<file path="src/rtl/jtframe_obj_sched.sv">
`default_nettype none
// ============================================================================
// Module   : jtframe_obj_sched
// Purpose  : Object line scheduler. On each horizontal blank it walks the
//            object attribute table, and for every object overlapping the
//            line being prepared it issues one draw request to the pixel
//            drawer. It caps the number of objects per line and flags overflow.
// Revision : 1.0  initial release
// ============================================================================
module jtframe_obj_sched #(
  parameter int OBJW   = 7,
  parameter int VW     = 8,
  parameter int HW     = 9,
  parameter int CW     = 12,
  parameter int OBJH   = 16,
  parameter int MAXOBJ = 32,
  localparam int VSW   = $clog2(OBJH)
) (
  input  logic            clk,
  input  logic            rst_n,
  input  logic            LHBL,
  input  logic [VW-1:0]   vrender,
  output logic [OBJW-1:0] oam_addr,
  input  logic            oam_en,
  input  logic [VW-1:0]   oam_y,
  input  logic [HW-1:0]   oam_x,
  input  logic [CW-1:0]   oam_code,
  input  logic [3:0]      oam_attr,
  output logic            draw,
  input  logic            draw_busy,
  output logic [HW-1:0]   draw_x,
  output logic [CW-1:0]   draw_code,
  output logic [3:0]      draw_attr,
  output logic [VSW-1:0]  draw_vsub,
  output logic            done,
  output logic            overflow
);

  typedef enum logic [2:0] {
    IDLE  = 3'd0,
    ADDR  = 3'd1,
    CMP   = 3'd2,
    ISSUE = 3'd3,
    HOLD  = 3'd4,
    DONE  = 3'd5
  } state_t;

  localparam logic [OBJW-1:0] LAST_IDX = {OBJW{1'b1}};
  localparam logic [VW:0]     OBJH_V   = (VW+1)'(OBJH);
  localparam logic [OBJW:0]   MAX_V    = (OBJW+1)'(MAXOBJ);

  state_t        state, state_nx;
  logic          lhbl_l;
  logic          start;
  logic [OBJW:0] cnt;
  logic [VW-1:0] vsub;
  logic          hit;
  logic          last;
  logic          addr_clr, addr_inc, latch, issue, set_done, set_ovf;

  // A falling edge of LHBL between two clocks starts a new scan
  assign start = lhbl_l & ~LHBL;
  // Row inside the object, modulo the vertical range so tall objects wrap
  assign vsub  = vrender - oam_y;
  assign hit   = oam_en && ({1'b0, vsub} < OBJH_V);
  assign last  = (oam_addr == LAST_IDX);

  // State register
  always_ff @(posedge clk or negedge rst_n) begin
    if (!rst_n) state <= IDLE;
    else        state <= state_nx;
  end

  // Next-state logic and datapath strobes; a start event overrides any state
  always_comb begin
    state_nx = state;
    addr_clr = 1'b0;
    addr_inc = 1'b0;
    latch    = 1'b0;
    issue    = 1'b0;
    set_done = 1'b0;
    set_ovf  = 1'b0;
    if (start) begin
      addr_clr = 1'b1;
      state_nx = ADDR;
    end else begin
      case (state)
        IDLE: state_nx = IDLE;
        ADDR: state_nx = CMP;
        CMP: begin
          if (hit) begin
            if (cnt == MAX_V) begin
              set_ovf  = 1'b1;
              set_done = 1'b1;
              state_nx = DONE;
            end else begin
              latch    = 1'b1;
              state_nx = ISSUE;
            end
          end else if (last) begin
            set_done = 1'b1;
            state_nx = DONE;
          end else begin
            addr_inc = 1'b1;
            state_nx = ADDR;
          end
        end
        ISSUE: begin
          if (!draw_busy) begin
            issue    = 1'b1;
            state_nx = HOLD;
          end
        end
        HOLD: begin
          if (last) begin
            set_done = 1'b1;
            state_nx = DONE;
          end else begin
            addr_inc = 1'b1;
            state_nx = ADDR;
          end
        end
        DONE:    state_nx = DONE;
        default: state_nx = IDLE;
      endcase
    end
  end

  // Blank edge detector; idles high so a low LHBL out of reset counts as an edge
  always_ff @(posedge clk or negedge rst_n) begin
    if (!rst_n) lhbl_l <= 1'b1;
    else        lhbl_l <= LHBL;
  end

  // OAM address walker and per-line hit counter
  always_ff @(posedge clk or negedge rst_n) begin
    if (!rst_n) begin
      oam_addr <= '0;
      cnt      <= '0;
    end else begin
      if (addr_clr)      oam_addr <= '0;
      else if (addr_inc) oam_addr <= oam_addr + 1'b1;
      if (addr_clr)      cnt <= '0;
      else if (latch)    cnt <= cnt + 1'b1;
    end
  end

  // Draw request: registered one-cycle pulse; payload holds between requests
  always_ff @(posedge clk or negedge rst_n) begin
    if (!rst_n) begin
      draw      <= 1'b0;
      draw_x    <= '0;
      draw_code <= '0;
      draw_attr <= '0;
      draw_vsub <= '0;
    end else begin
      draw <= issue;
      if (latch) begin
        draw_x    <= oam_x;
        draw_code <= oam_code;
        draw_attr <= oam_attr;
        draw_vsub <= vsub[VSW-1:0];
      end
    end
  end

  // Line status flags: cleared on scan start, set when the scan ends
  always_ff @(posedge clk or negedge rst_n) begin
    if (!rst_n) begin
      done     <= 1'b0;
      overflow <= 1'b0;
    end else if (addr_clr) begin
      done     <= 1'b0;
      overflow <= 1'b0;
    end else begin
      if (set_done) done     <= 1'b1;
      if (set_ovf)  overflow <= 1'b1;
    end
  end

endmodule
`default_nettype wire
</file>
<file path="config.mk">
export PLATFORM = sky130hd
export DESIGN_NAME = jtframe_obj_sched
export DESIGN_NICKNAME = d
export VERILOG_FILES = /design/src/rtl/jtframe_obj_sched.sv
export SDC_FILE = /design/constraint.sdc
export NUM_CORES = 1
export LEC_CHECK = 0
export BUFFER_PORTS_ARGS = -buffer_cell sky130_fd_sc_hd__buf_2
export CORE_ASPECT_RATIO = 1.25
export CORE_MARGIN = 5
export CORE_UTILIZATION = 50
export CTS_CLUSTER_SIZE = 40
export DETAILED_ROUTE_END_ITERATION = 12
export PLACE_DENSITY_LB_ADDON = 0.1
export REMOVE_ABC_BUFFERS = 1
export SLEW_MARGIN = 40
export SYNTH_ARGS = -nofsm -noshare
export SYNTH_HDL_FRONTEND = slang
export SYNTH_SLANG_ARGS = --single-unit
</file>
<file path="constraint.sdc">
create_clock -name clk -period 3.8 [get_ports clk]
set_input_delay 0.76 -clock clk [delete_from_list [all_inputs] [get_ports clk]]
set_output_delay 0.76 -clock clk [all_outputs]
set_load 0.03 [all_outputs]
</file>
Yosys cells after proc, flatten, opt, wreduce, memory -nomap -nowiden
Index checks and enable logic that the tools add are counted.

word-level totals
  flip-flop bits (word level) = 51
  word-level logic and storage cells = 64

operators by class
  add/subtract/negate cells = 3
  magnitude comparators = 1
  equal/unequal tests = 8
  multiplexer cells = 34
  bitwise operators = 2
  reduce and logical (&&, ||, !) cells = 5

operators with widths
  operator                                            number
  2-to-1 mux 1 bit                                    22
  2-to-1 mux 8 bit                                    2
  2-to-1 mux 3 bit                                    5
  one-hot mux 3 bit (5 select lines)                  1
  2-to-1 mux 7 bit                                    2
  adder 8 x 1 -> 8 bit, second input constant         1
  == test 8 x 6 -> 1 bit, second input constant       1
  < comparator 8 x 5 -> 1 bit, second input constant  1
  nonzero test 2 bit                                  4
  subtractor 8 bit                                    1
  adder 7 x 1 -> 7 bit, second input constant         1
  == test 7 bit, second input constant                1
  == test 3 x 2 -> 1 bit, second input constant       2
  == test 3 bit, second input constant                2
  one-hot mux 1 bit (2 select lines)                  2
  == test 3 x 1 -> 1 bit, second input constant       1
  inequality test 3 bit, second input constant        1
  AND 1 bit                                           1
  logical AND 1 bit                                   1
  inverter 1 bit                                      1

Longest topological paths before layout
  depth after elaboration = 8
  depth in mapped cells = 11

Worst setup path before layout
Ideal clock, no wire load.

  kind = input port to flip-flop
  from = input vrender[0]
  to = register draw_attr[0]
  arrival time = 3030 ps
  path slack = 645 ps
  stages = 10
  buffers on the path = 1
  cells stage by stage = inv_1 -> ha_1 -> fa_1 -> nand2b_1 -> a221o_1 -> a211oi_2 -> o2111ai_2 -> nand3b_4 -> buf_6 -> mux2_4

on the way
  longest elaborated chain between the ends = 6

RTL lines
  element                      RTL line  source
  start: declaration           22        input logic [VW-1:0] vrender,
  subtractor 8 bit             64        assign vsub = vrender - oam_y;
  < comparator 8 x 5 -> 1 bit  65        assign hit = oam_en && ({1'b0, vsub} < OBJH_V);
  logical AND 1 bit            65
  2-to-1 mux 1 bit             91        if (hit) begin
  2-to-1 mux 1 bit             87        case (state)
  2-to-1 mux 1 bit             83        if (start) begin
  end signal: assignment       161       draw_attr <= oam_attr;
  end: declaration             33        output logic [3:0] draw_attr,

Every way passes these cells.
A chain may end at the register's enable or synchronous reset.

Worst setup path in the final report
  from = input vrender[0]
  to = register draw_code[3]

on the way
  longest elaborated chain between the ends = 6

RTL lines
  element                      RTL line  source
  subtractor 8 bit             64
  < comparator 8 x 5 -> 1 bit  65
  logical AND 1 bit            65
  2-to-1 mux 1 bit             91
  2-to-1 mux 1 bit             87
  2-to-1 mux 1 bit             83
  end signal: assignment       160       draw_code <= oam_code;
  end: declaration             32        output logic [CW-1:0] draw_code,

Every way passes these cells.

==> flow_summary_export.csv <==
group,metric,value,unit
die,die-area,6860,µm²
sta,min_period,3.18,ns
clock_network,path_clk_slew,0.11,ns
final_layout,fillers,452,
routing,vias_per_cell,5.33,
die,rows,29,
sta,period_share,83.7,%
yosys,netlist_instances,237,
clock_network,cts_tree,"done",
routing,firstDrtPassIters,4,
min_path,hold_class,"primary input to asynchronous set/reset pin",
sta,slew_headroom,66.7,%
yosys,synth_area,2650,µm²
die,io_pins,85,
routing,wl_per_cell,14.8,µm
die,die_w,75.1,µm
placed_design,port_buffers,84,
routing,drc,0,
global_route,grt_max_degree,35,
sta,tightest_slew,0.499,ns
sta,drv_slew,0,
yosys,syn_avg_cell_area,11.2,µm²
yosys,synth_flop_cell,"dfrtp_1",
routing,antenna_left,0,
yosys,synth_seq_area_share,48.2,%
clock_network,clockRootBuffer,"clkbuf_8",
routing,drt-total-wl,5720,µm
clock_network,cts-resized-gates,0,
clock_network,numCtsBuffers,5,
sta,rsz0062_at_grt,"no",
sta,timing.hold.ws,0.385,ns
power,ir_drop,0.000311,V
die,dieHeight,91.4,µm
sta,tns,0,ns
placed_design,dpl_cell_area,3120,µm²
yosys,synth_cell_types,41,
yosys,yosys_warnings,0,
final_layout,stdcell_area,3220,µm²
placed_design,pre_cts_ws,0.271,ns
power,report.power.total,1.68,mW
final_layout,instances_no_fill,387,
global_route,grt_pass1_wl,9220,µm
final_layout,antenna_cells,0,
clock_network,cts_max_path_buffers,2,
final_layout,final_common_cell,"buf_2",
worst_setup_path,cp_max_fo,33,
placed_design,place_inst,379,
sta,max_freq,315,MHz
sta,hold_viol_final,0,
power,power_density,521,nW/µm²
global_route,grt_pass1_vias,2047,
worst_setup_path,critPathCaptureType,"flop",
yosys,ys_seq_elements,51,
final_layout,nets,381,
clock_network,cts_sinks,51,
final_layout,layout-drive-gt1-share,38.8,%
sta,setup_viol,0,
sta,fin_ws,0.621,ns
worst_setup_path,crit_required,4.00,ns
power,leakagePower,1.73,nW
final_layout,final_cell_mix,"buf_2, dfrtp_1, mux2_4",
clock_network,cts_hold_buf,0,
placed_design,hpwlAfterDp,4340,µm
clock_network,h-tree-depth,2,
routing,drtIter0Drc,87,
placed_design,gp_congestion,0.767,
global_route,grt_use_total,17.0,%
final_layout,area_growth,21.6,%
worst_setup_path,crit_type,"primary input to flop",
run_status,status,"completed",
final_layout,utilization,62.9,%
sta,skew,0.0143,ns
worst_setup_path,start_kind,"primary input",
run,timing.max_cap.violations,0,
worst_setup_path,arrival,3.38,ns
clock_network,post_cts_buffers,0,
yosys,synth-edff-count,0,
die,initial_core_util,51.8,%
die,coreArea,5120,µm²
clock_network,clk_latency,0.31,ns
routing,vias,2061,
yosys,synthArstFlopShare,100,%
global_route,antenna_found_initial,0,
global_route,grt_overflow_total,0,
[routing by layer]
metal  wire (µm)  up-vias  share of wire (%)  GRT usage (%)
met4          86        0                1.5           5.79
met3         484        7                8.5           3.43
met1        2500      979                 44           22.4
li1            -     1011                  -              -
met5           0        -                  0              0
met2        2640       64                 46           27.3
[area by class of cell]
cell class	instances	area, µm²	share of cell area (%)
clock buffers	5	68.8	2.14
clock inverters	3	26.3	0.816
well taps	62	77.6	2.41
flip-flops and latches	51	1280	39.7
multi-input cells	163	1260	39.2
inverters	15	56.3	1.75
repair buffers	88	453	14.1
[worst max-delay path, cell delays in order]
cell and delay [ns]:
buf_2 0.07, inv_1 0.03, ha_1 0.21, fa_1 0.39, nand2b_1 0.17, a221o_1 0.31, a211oi_2 0.30, o2111ai_2 0.25
nand3b_4 0.22, buf_4 0.29, mux2_4 0.35
[registers in the layout, indices dropped and copies added, names as in the netlist]
register   flops
lhbl_l         1
cnt            8
state          3
draw           1
draw_x         9
done           1
oam_addr       7
draw_vsub      4
draw_code     12
overflow       1
draw_attr      4
[cell families (layout without fill, tap and decap cells)]
group / count (synthesis) / in the layout / share of synthesized area (%)
AO/OA/AOI/OAI: 47 / 47 / 11.4
XOR/XNOR: 9 / 9 / 2.98
adder cells (fa/ha/maj): 11 / 11 / 5.48
buffers and inverters: 23 / 111 / 4.16
flip-flops: 51 / 51 / 48.2
multiplexers: 27 / 27 / 14.5
AND/OR/NAND/NOR: 69 / 69 / 13.3
[power by group]
group	internal, mW	switching [mW]
Combinational	0.239	0.380
Sequential	0.650	0.0756
Clock	0.136	0.199
Total	1.02	0.654
[path summary, 6_finish.rpt]
kind	startpoint	endpoint	slack [ns]	cells past startpoint
min in group clk	draw_vsub[1]	draw_vsub[1]	0.49	2
worst min-delay path	rst_n	draw_x[4]	0.38	1
max in group asynchronous	rst_n	lhbl_l	2.74	2
worst min register to register	draw_vsub[1]	draw_vsub[1]	0.49	2
worst max-delay path	vrender[0]	draw_code[3]	0.62	11
worst max register to register	cnt[0]	draw_code[10]	1.60	7
[synth_stat cells, drive strengths merged (3+ instances only)]
cell type | number | area, µm²
a211oi | 5 | 42.5
a21oi | 16 | 80.1
buf | 5 | 42.5
clkbuf | 3 | 11.3
dfrtp | 50 | 1250
ha | 10 | 125
inv | 15 | 56.3
mux2 | 25 | 364
nand2 | 16 | 60.1
nand2b | 6 | 37.5
nand3 | 9 | 45.0
nor2 | 17 | 63.8
nor3 | 5 | 25.0
o21a | 3 | 22.5
o21ai | 14 | 70.1
or3 | 5 | 31.3
xnor2 | 6 | 52.6
xor2 | 3 | 26.3
(Power assumes the default switching activity.)
